File: src/rtl/mux_4x1_rr_arbiter.sv
// Round-robin arbiter/sequencer sharing a 4:1 mux; registers the selected word
// behind a valid/ready handshake. Optional burst lock under ARB_BURST_LOCK_EN.
module mux_4x1_rr_arbiter #(
    parameter int unsigned DATA_W    = 1,
    parameter int unsigned MAX_BURST = 4
) (
    input  logic              clk,
    input  logic              rst_n,
    input  logic [3:0]        req,
    input  logic [DATA_W-1:0] din0,
    input  logic [DATA_W-1:0] din1,
    input  logic [DATA_W-1:0] din2,
    input  logic [DATA_W-1:0] din3,
    output logic [3:0]        gnt,
    output logic              sel0,
    output logic              sel1,
    output logic [DATA_W-1:0] dout,
    output logic              out_valid,
    input  logic              out_ready
);

    localparam logic [0:0] IDLE = 1'b0;
    localparam logic [0:0] BUSY = 1'b1;

    logic [0:0]        state_q, state_d;
    logic [1:0]        last_q, last_d;
    logic [1:0]        sel_q, sel_d;
    logic [3:0]        gnt_q, gnt_d;
    logic [DATA_W-1:0] dout_q, dout_d;
    logic              valid_q, valid_d;

    logic [1:0]        base;
    logic [1:0]        cand;
    logic [1:0]        pick_idx;
    logic              pick_found;
    logic [DATA_W-1:0] pick_data;

`ifdef ARB_BURST_LOCK_EN
    logic [3:0]        cnt_q, cnt_d;
    logic [DATA_W-1:0] cur_data;
`endif

    burst_range_a: assert property (@(posedge clk) (MAX_BURST >= 1) && (MAX_BURST <= 15));

    // On a transfer the just-served index becomes the new round-robin origin
    assign base       = (state_q == BUSY) ? sel_q : last_q;
    assign pick_found = |req;

    // First requester in order base+1 .. base+4; lower offsets override later
    always_comb begin
        pick_idx = 2'd0;
        cand     = 2'd0;
        for (int k = 4; k >= 1; k--) begin
            cand = base + 2'(k);
            if (req[cand]) begin
                pick_idx = cand;
            end
        end
    end

    always_comb begin
        case (pick_idx)
            2'd0:    pick_data = din0;
            2'd1:    pick_data = din1;
            2'd2:    pick_data = din2;
            default: pick_data = din3;
        endcase
    end

`ifdef ARB_BURST_LOCK_EN
    always_comb begin
        case (sel_q)
            2'd0:    cur_data = din0;
            2'd1:    cur_data = din1;
            2'd2:    cur_data = din2;
            default: cur_data = din3;
        endcase
    end
`endif

    // Next-state and next-output logic
    always_comb begin
        state_d = state_q;
        last_d  = last_q;
        sel_d   = sel_q;
        gnt_d   = gnt_q;
        dout_d  = dout_q;
        valid_d = valid_q;
`ifdef ARB_BURST_LOCK_EN
        cnt_d   = cnt_q;
`endif
        case (state_q)
            IDLE: begin
                if (pick_found) begin
                    state_d = BUSY;
                    sel_d   = pick_idx;
                    gnt_d   = 4'b0001 << pick_idx;
                    dout_d  = pick_data;
                    valid_d = 1'b1;
`ifdef ARB_BURST_LOCK_EN
                    cnt_d   = 4'd1;
`endif
                end
            end
            BUSY: begin
                if (out_ready) begin
                    last_d = sel_q;
                    if (pick_found) begin
                        sel_d   = pick_idx;
                        gnt_d   = 4'b0001 << pick_idx;
                        dout_d  = pick_data;
`ifdef ARB_BURST_LOCK_EN
                        cnt_d   = 4'd1;
`endif
                    end else begin
                        state_d = IDLE;
                        gnt_d   = 4'b0000;
                        valid_d = 1'b0;
                    end
`ifdef ARB_BURST_LOCK_EN
                    // Burst lock: same winner keeps the channel, origin not advanced
                    if (req[sel_q] && (cnt_q < 4'(MAX_BURST))) begin
                        state_d = BUSY;
                        last_d  = last_q;
                        sel_d   = sel_q;
                        gnt_d   = gnt_q;
                        dout_d  = cur_data;
                        valid_d = 1'b1;
                        cnt_d   = cnt_q + 4'd1;
                    end
`endif
                end
            end
            default: begin
                state_d = IDLE;
            end
        endcase
    end

    always_ff @(posedge clk or negedge rst_n) begin
        if (!rst_n) begin
            state_q <= IDLE;
            last_q  <= 2'd3;
            sel_q   <= 2'd0;
            gnt_q   <= 4'b0000;
            dout_q  <= '0;
            valid_q <= 1'b0;
`ifdef ARB_BURST_LOCK_EN
            cnt_q   <= 4'd0;
`endif
        end else begin
            state_q <= state_d;
            last_q  <= last_d;
            sel_q   <= sel_d;
            gnt_q   <= gnt_d;
            dout_q  <= dout_d;
            valid_q <= valid_d;
`ifdef ARB_BURST_LOCK_EN
            cnt_q   <= cnt_d;
`endif
        end
    end

    assign gnt       = gnt_q;
    assign sel0      = sel_q[0];
    assign sel1      = sel_q[1];
    assign dout      = dout_q;
    assign out_valid = valid_q;

endmodule

File: config.mk
export PLATFORM = sky130hd
export DESIGN_NAME = mux_4x1_rr_arbiter
export DESIGN_NICKNAME = d
export VERILOG_FILES = /design/src/rtl/mux_4x1_rr_arbiter.sv
export SDC_FILE = /design/constraint.sdc
export NUM_CORES = 1
export LEC_CHECK = 0
export ABC_AREA = 0
export BUFFER_PORTS_ARGS = -buffer_cell sky130_fd_sc_hd__clkbuf_2
export CORE_ASPECT_RATIO = 1.25
export CORE_MARGIN = 3
export CORE_UTILIZATION = 40
export CTS_BUF_LIST = sky130_fd_sc_hd__clkbuf_2 sky130_fd_sc_hd__clkbuf_4 sky130_fd_sc_hd__clkbuf_8
export CTS_CLUSTER_SIZE = 8
export DETAILED_ROUTE_END_ITERATION = 6
export GPL_ROUTABILITY_DRIVEN = 0
export PLACE_DENSITY = 0.66
export SYNTH_ARGS = -nofsm -noshare
export SYNTH_HDL_FRONTEND = slang
export SYNTH_SLANG_ARGS = --single-unit
File: constraint.sdc
create_clock -name clk -period 1.5 [get_ports clk]
set_clock_uncertainty 0.05 [all_clocks]
set_input_delay 0.075 -clock clk [delete_from_list [all_inputs] [get_ports clk]]
set_output_delay 0.075 -clock clk [all_outputs]
set_load 0.02 [all_outputs]
# Yosys cells after proc, flatten, opt, wreduce, memory -nomap -nowiden
# Index checks and enable logic that the tools add are counted.
[totals]
latchBits = 0
ff_bits = 11
ram_bits = 0
in_bits = 11
rom_bits = 0
wordCells = 56
mem_count = 0
[classes]
div = 0
bitwise = 1
n_eq_ne = 5
addsub = 3
n_reduce_logical = 5
shift = 1
n_lt_le_gt_ge = 4
muxes = 31
mul = 0
[ops]
columns = ["op", "n"]
rows = [
  ["two-way mux 2 bit", 7],
  ["< comparator 2 x 3 -> 1 bit (second input constant)", 4],
  ["two-way mux 4 bit", 3],
  ["two-way mux 1 bit", 11],
  ["binary-select mux 1 bit (select 2 bit)", 4],
  ["case mux 4 bit (2 select lines)", 1],
  ["!= test 2 bit (second input constant)", 3],
  ["case mux 1 bit (2 select lines)", 3],
  ["adder 2 bit (second input constant)", 2],
  ["case mux 2 bit (2 select lines)", 1],
  ["AND reduction 2 bit", 2],
  ["OR reduction 4 bit", 1],
  ["left shift 1 x 2 -> 4 bit (first input constant)", 1],
  ["case mux 1 bit (3 select lines)", 1],
  ["AND reduction 3 bit", 1],
  ["adder 2 x 1 -> 2 bit (second input constant)", 1],
  ["equality test 2 x 1 -> 1 bit (second input constant)", 1],
  ["equality test 2 bit (second input constant)", 1],
  ["zero test 2 bit", 1],
  ["NOT 1 bit", 1],
]

# Logic depth before layout (Yosys ltp)
[depth]
ltp_word = 12
ltp_mapped = 7
mapped_depth_nobuf = 5

# Worst setup path before layout
# OpenSTA, ideal clock, no wires.
[synth_path]
path_kind = "flip-flop to flip-flop"
from = "register sel_q[0]"
to = "register dout_q, in the netlist dout"
synth_period_minus_slack_ns = 1.636
t_arrival_ns = 1.448
slack_ns = -0.136
stages_incl_launch_ff = 7
setup_ns = 0.138
required_ns = 1.312
cell_sequence = "dfrtp_1 -> mux2_2 -> o221ai_2 -> and2_1 -> buf_6 -> mux2i_1 -> o221ai_1"
[synth_between]
elab_chain_len = 12
[synth_rtl]
columns = ["element", "line", "rtl"]
rows = [
  ["start, declared", "27", "logic [1:0] sel_q, sel_d;"],
  ["start signal, assigned", "154", "sel_q <= sel_d;"],
  ["two-way mux 2 bit (*)", "46", "assign base = (state_q == BUSY) ? sel_q : last_q;"],
  ["adder 2 bit / binary-select mux 1 bit (select 2 bit) (equally long branches)", "54, 55", ""],
  ["binary-select mux 1 bit (select 2 bit) / two-way mux 1 bit (equally long branches)", "55", "if (req[cand]) begin"],
  ["two-way mux 1 bit (not written as such) / two-way mux 2 bit (equally long branches)", "55", ""],
  ["two-way mux 2 bit (2 in series)", "55", ""],
  ["two-way mux 2 bit (*)", "55", ""],
  ["equality test 2 bit (tied with other cells)", "62", "case (pick_idx)"],
  ["case mux 1 bit (3 select lines) (*)", "62", ""],
  ["two-way mux 1 bit (*)", "94, 108", ""],
  ["two-way mux 1 bit", "106", "if (out_ready) begin"],
  ["case mux 1 bit (2 select lines) (*)", "92", "case (state_q)"],
  ["end signal, assigned", "156", "dout_q <= dout_d;"],
  ["end, declared", "29", "logic [DATA_W-1:0] dout_q, dout_d;"],
]
# Mark *: on every way between the ends. The rest lies on a longest branch, timed or not. The select of a mux whose other input is x is not followed.
# A chain may end at the register's enable or synchronous reset.

# Worst setup path in the final report
[layout_path]
from = "register state_q"
to = "register dout_q, in the netlist dout"
[layout_between]
elab_chain_len = 12
[layout_rtl]
columns = ["element", "line", "rtl"]
rows = [
  ["start, declared", "25", "logic [0:0] state_q, state_d;"],
  ["start signal, assigned", "152", "state_q <= state_d;"],
  ["two-way mux 2 bit", "46", ""],
  ["adder 2 bit / binary-select mux 1 bit (select 2 bit) (equally long branches)", "54, 55", ""],
  ["binary-select mux 1 bit (select 2 bit) / two-way mux 1 bit (equally long branches)", "55", ""],
  ["two-way mux 1 bit (not written as such) / two-way mux 2 bit (equally long branches)", "55", ""],
  ["two-way mux 2 bit (3 in series)", "55", ""],
  ["equality test 2 bit (tied with other cells)", "62", ""],
  ["case mux 1 bit (3 select lines)", "62", ""],
  ["two-way mux 1 bit", "94, 108", ""],
  ["two-way mux 1 bit", "106", ""],
  ["case mux 1 bit (2 select lines)", "92", ""],
]
# Several ways; a longest one is shown, not always the timed one. The select of a mux whose other input is x is not followed.

==> impl_metrics.yaml <==
place:
  detailed_place_hpwl_um: 1210
  port_buffers: 18
  dp_cells: 111
finish:
  nFillCells: 146
  area_growth_syn_to_layout_pct: 39.2
  num_antenna_cells: 0
  most-common-layout-cells: "18 x sky130_fd_sc_hd__clkbuf_2, 14 x sky130_fd_sc_hd__nand2_1, 7 x sky130_fd_sc_hd__dfrtp_1, 7 x sky130_fd_sc_hd__buf_4, 5 x sky130_fd_sc_hd__o21ai_1"
  regArea_um2: 280
  post_layout_nonfiller_instances: 115
  fin_nets: 109
  multi_input_comb_area_um2: 438
  ratio_of_cells_with_drive_above_1_in_the_final_layout_pct: 52.6
  final_common_cell: "sky130_fd_sc_hd__clkbuf_2"
sta:
  setup_viol: 7
  finalMaxSlewViolations: 0
  final_min_period_over_clock_period_pct: 111
  slew_headroom_pct: 77.6
  setup_ws_ns: -0.161
  final_period_minus_worst_setup_slack_ns: 1.66
  fin_setup_tns_ns: -0.773
  grt_setup_unrepaired: "yes"
  worst_pin_slew_ns: 0.336
  final-hold-violation-count: 0
  timing.fmax_mhz: 602
global_routing:
  grt_pass1_wl_um: 2680
  antenna_found_initial: 0
  grt_max_degree: 12
  grt_pass1_vias: 606
  grt.total_usage_pct: 16.1
  globalRoute.totalOverflow: 0
drt:
  routed_wl_um: 1680
  viasPerCell: 5.37
  detail_route.wl_per_cell_um: 14.6
  drc: 0
  drt_iter0_markers: 7
  route.vias.total: 617
  antenna_violating_nets_post_route: 0
  drt_first_pass_iters: 3
worst_setup_path:
  crit_path_max_fanout: 6
  r2r_end: "dout$_DFFE_PN0P_"
  crit_path_end_kind: "register"
  startpoint: "state_q$_DFF_PN0_"
  reg2regPathDepth: 5
  cp_data_arrival_time_ns: 1.75
  launch_point_of_the_worst_reg_to_reg_path: "state_q$_DFF_PN0_"
  worst-endpoint-required_ns: 1.59
  timing.setup.critical_path_class: "register to register"
  worstSetupStartpointType: "register"
  r2r_setup_slack_ns: -0.16
floorplan:
  die_x_um: 42.8
  top_level_ports: 19
  die_h_um: 52.0
  core_um2: 1580
  design.die.area_um2: 2220
  floorplan.rows: 16
  initial_util_pct: 42.8
clock_tree:
  cts.htree.levels: 1
  clock_sink_count: 11
  clk-insertion-delay-late_ns: 0.26
  numCtsBuffers: 3
  clockBufferDepth: 2
  clock_tree.root_cell: "sky130_fd_sc_hd__clkbuf_4"
  clkTransAtPathRegs_ns: 0.07
  tritoncts: "yes"
logic_synthesis:
  synthDistinctLibCells: 27
  synth.net_count: 80
  synth_instances: 69
  synthesis.area_um2: 677
  ys_seq_area_share_pct: 41.0
  synth.yosys.warnings: 0
  synth.ff_latch_count: 11
  synth_area_per_cell_um2: 9.81
hold_path:
  hold_depth: 3
  min_delay_worst_endpoint: "gnt[1]$_DFFE_PN0P_"
  hold_path_startpoint: "out_ready"
  worst_hold_path_type: "input port to register"
flow_run:
  cap_viol_max_count: 0
power_and_ir_drop:
  power.ir.vdd_worst_mv: 0.697
  power_density_nw_per_um2: 1250
  static-leakage-power_nw: 0.424
outcome:
  status: "finished with violations"
  failed_checks: "negative setup slack"
worst max-delay path by stage:
stage	cells past startpoint	end
after floorplan	6	dout$_DFFE_PN0P_
after global placement	7	gnt[2]$_DFFE_PN0P_
after detailed placement	7	gnt[2]$_DFFE_PN0P_
after CTS	5	dout$_DFFE_PN0P_
after global routing	6	dout$_DFFE_PN0P_
final	5	dout$_DFFE_PN0P_
synthesized netlist by cell type:
library cell,instances,share of area (%)
sky130_fd_sc_hd__a21o_1,1,1.1
sky130_fd_sc_hd__o211ai_1,1,1.1
sky130_fd_sc_hd__o221ai_2,1,2.2
sky130_fd_sc_hd__o221ai_1,1,1.3
sky130_fd_sc_hd__a22oi_1,2,2.2
sky130_fd_sc_hd__a221oi_2,1,2.2
sky130_fd_sc_hd__nor4b_1,1,1.3
sky130_fd_sc_hd__buf_6,2,3.3
sky130_fd_sc_hd__inv_1,2,1.1
sky130_fd_sc_hd__clkbuf_1,1,0.55
sky130_fd_sc_hd__nor4bb_1,1,1.5
sky130_fd_sc_hd__dfrtp_1,9,33
sky130_fd_sc_hd__o21ai_1,5,3.7
sky130_fd_sc_hd__a32oi_1,2,2.6
sky130_fd_sc_hd__nor4_4,1,3.1
sky130_fd_sc_hd__or2_2,1,0.92
sky130_fd_sc_hd__dfstp_2,2,7.8
sky130_fd_sc_hd__mux2i_1,3,4.4
sky130_fd_sc_hd__and2_1,1,0.92
sky130_fd_sc_hd__mux2_2,4,6.7
sky130_fd_sc_hd__nand2b_1,2,1.8
sky130_fd_sc_hd__a2bb2oi_1,2,2.6
sky130_fd_sc_hd__nor3_1,1,0.74
sky130_fd_sc_hd__a21oi_1,3,2.2
sky130_fd_sc_hd__nand2_1,15,8.3
sky130_fd_sc_hd__nor2_1,2,1.1
sky130_fd_sc_hd__nor2b_1,2,1.8
final cells by class:
class                      instances  area share (%)
multi-input combinational         53            46.5
sequential                        11            29.7
timing repair buffer              27            17.4
clock buffer                       4            3.19
tap                               18            2.39
inverter                           2           0.797
kinds of logic (layout without fill, tap and decap cells):
family,Yosys count,after routing,synth area share (%)
flops,11,11,41.0
compound gates,19,19,21.3
simple gates,27,27,21.6
buf+inv,5,33,4.99
mux,7,7,11.1
stage by stage:
stage               setup slack (ns)  utilization, %  hold WS [ns]  power [mW]  area [um2]
global route                  -0.242            59.6         0.102        1.26         942
CTS                           -0.139            57.5        0.0812        1.15         910
global placement              -0.161            53.5       -0.0853       0.909         846
floorplan                    -0.0901               -        -0.271       0.747         692
detailed placement            -0.207            53.5       -0.0815       0.917         846
finish                        -0.161            59.6        0.0952        1.18         942
where the power goes:
group | switching [mW] | internal [mW] | leakage, nW
Combinational | 0.279 | 0.224 | 0.276
Sequential | 0.0777 | 0.386 | 0.129
Clock | 0.0926 | 0.121 | 0.0184
Total | 0.450 | 0.730 | 0.424
critical path: stages (launching register included):
cell                       delay, ns
sky130_fd_sc_hd__dfrtp_2        0.45
sky130_fd_sc_hd__mux2_4         0.34
sky130_fd_sc_hd__o221ai_4       0.14
sky130_fd_sc_hd__and2_4         0.19
sky130_fd_sc_hd__mux2i_2        0.23
sky130_fd_sc_hd__o221ai_2       0.12
per-layer routing:
metal,track usage (%),wire [um],vias up,share of wire [%]
li1,-,-,308,-
met1,21.1,756,292,45
met4,8.81,27,0,1.6
met2,25.0,839,13,50
met3,2.42,56,4,3.3
met5,0,0,-,0
sequential cells by signal, summed over array words and instances (netlist names):
signal and flops:
gnt 4, last_q 2, sel_q 2, dout 1, out_valid 1, state_q 1
repair_timing:
action | in CTS | in global routing
hold buffers | 1 | 0
gates resized for setup | 7 | 5
hold endpoints to repair | 11 | 0
setup buffers | 0 | 0
setup endpoints to repair | 7 | 7
pin swaps | 3 | 5
Power figures use the tool's default switching activity.
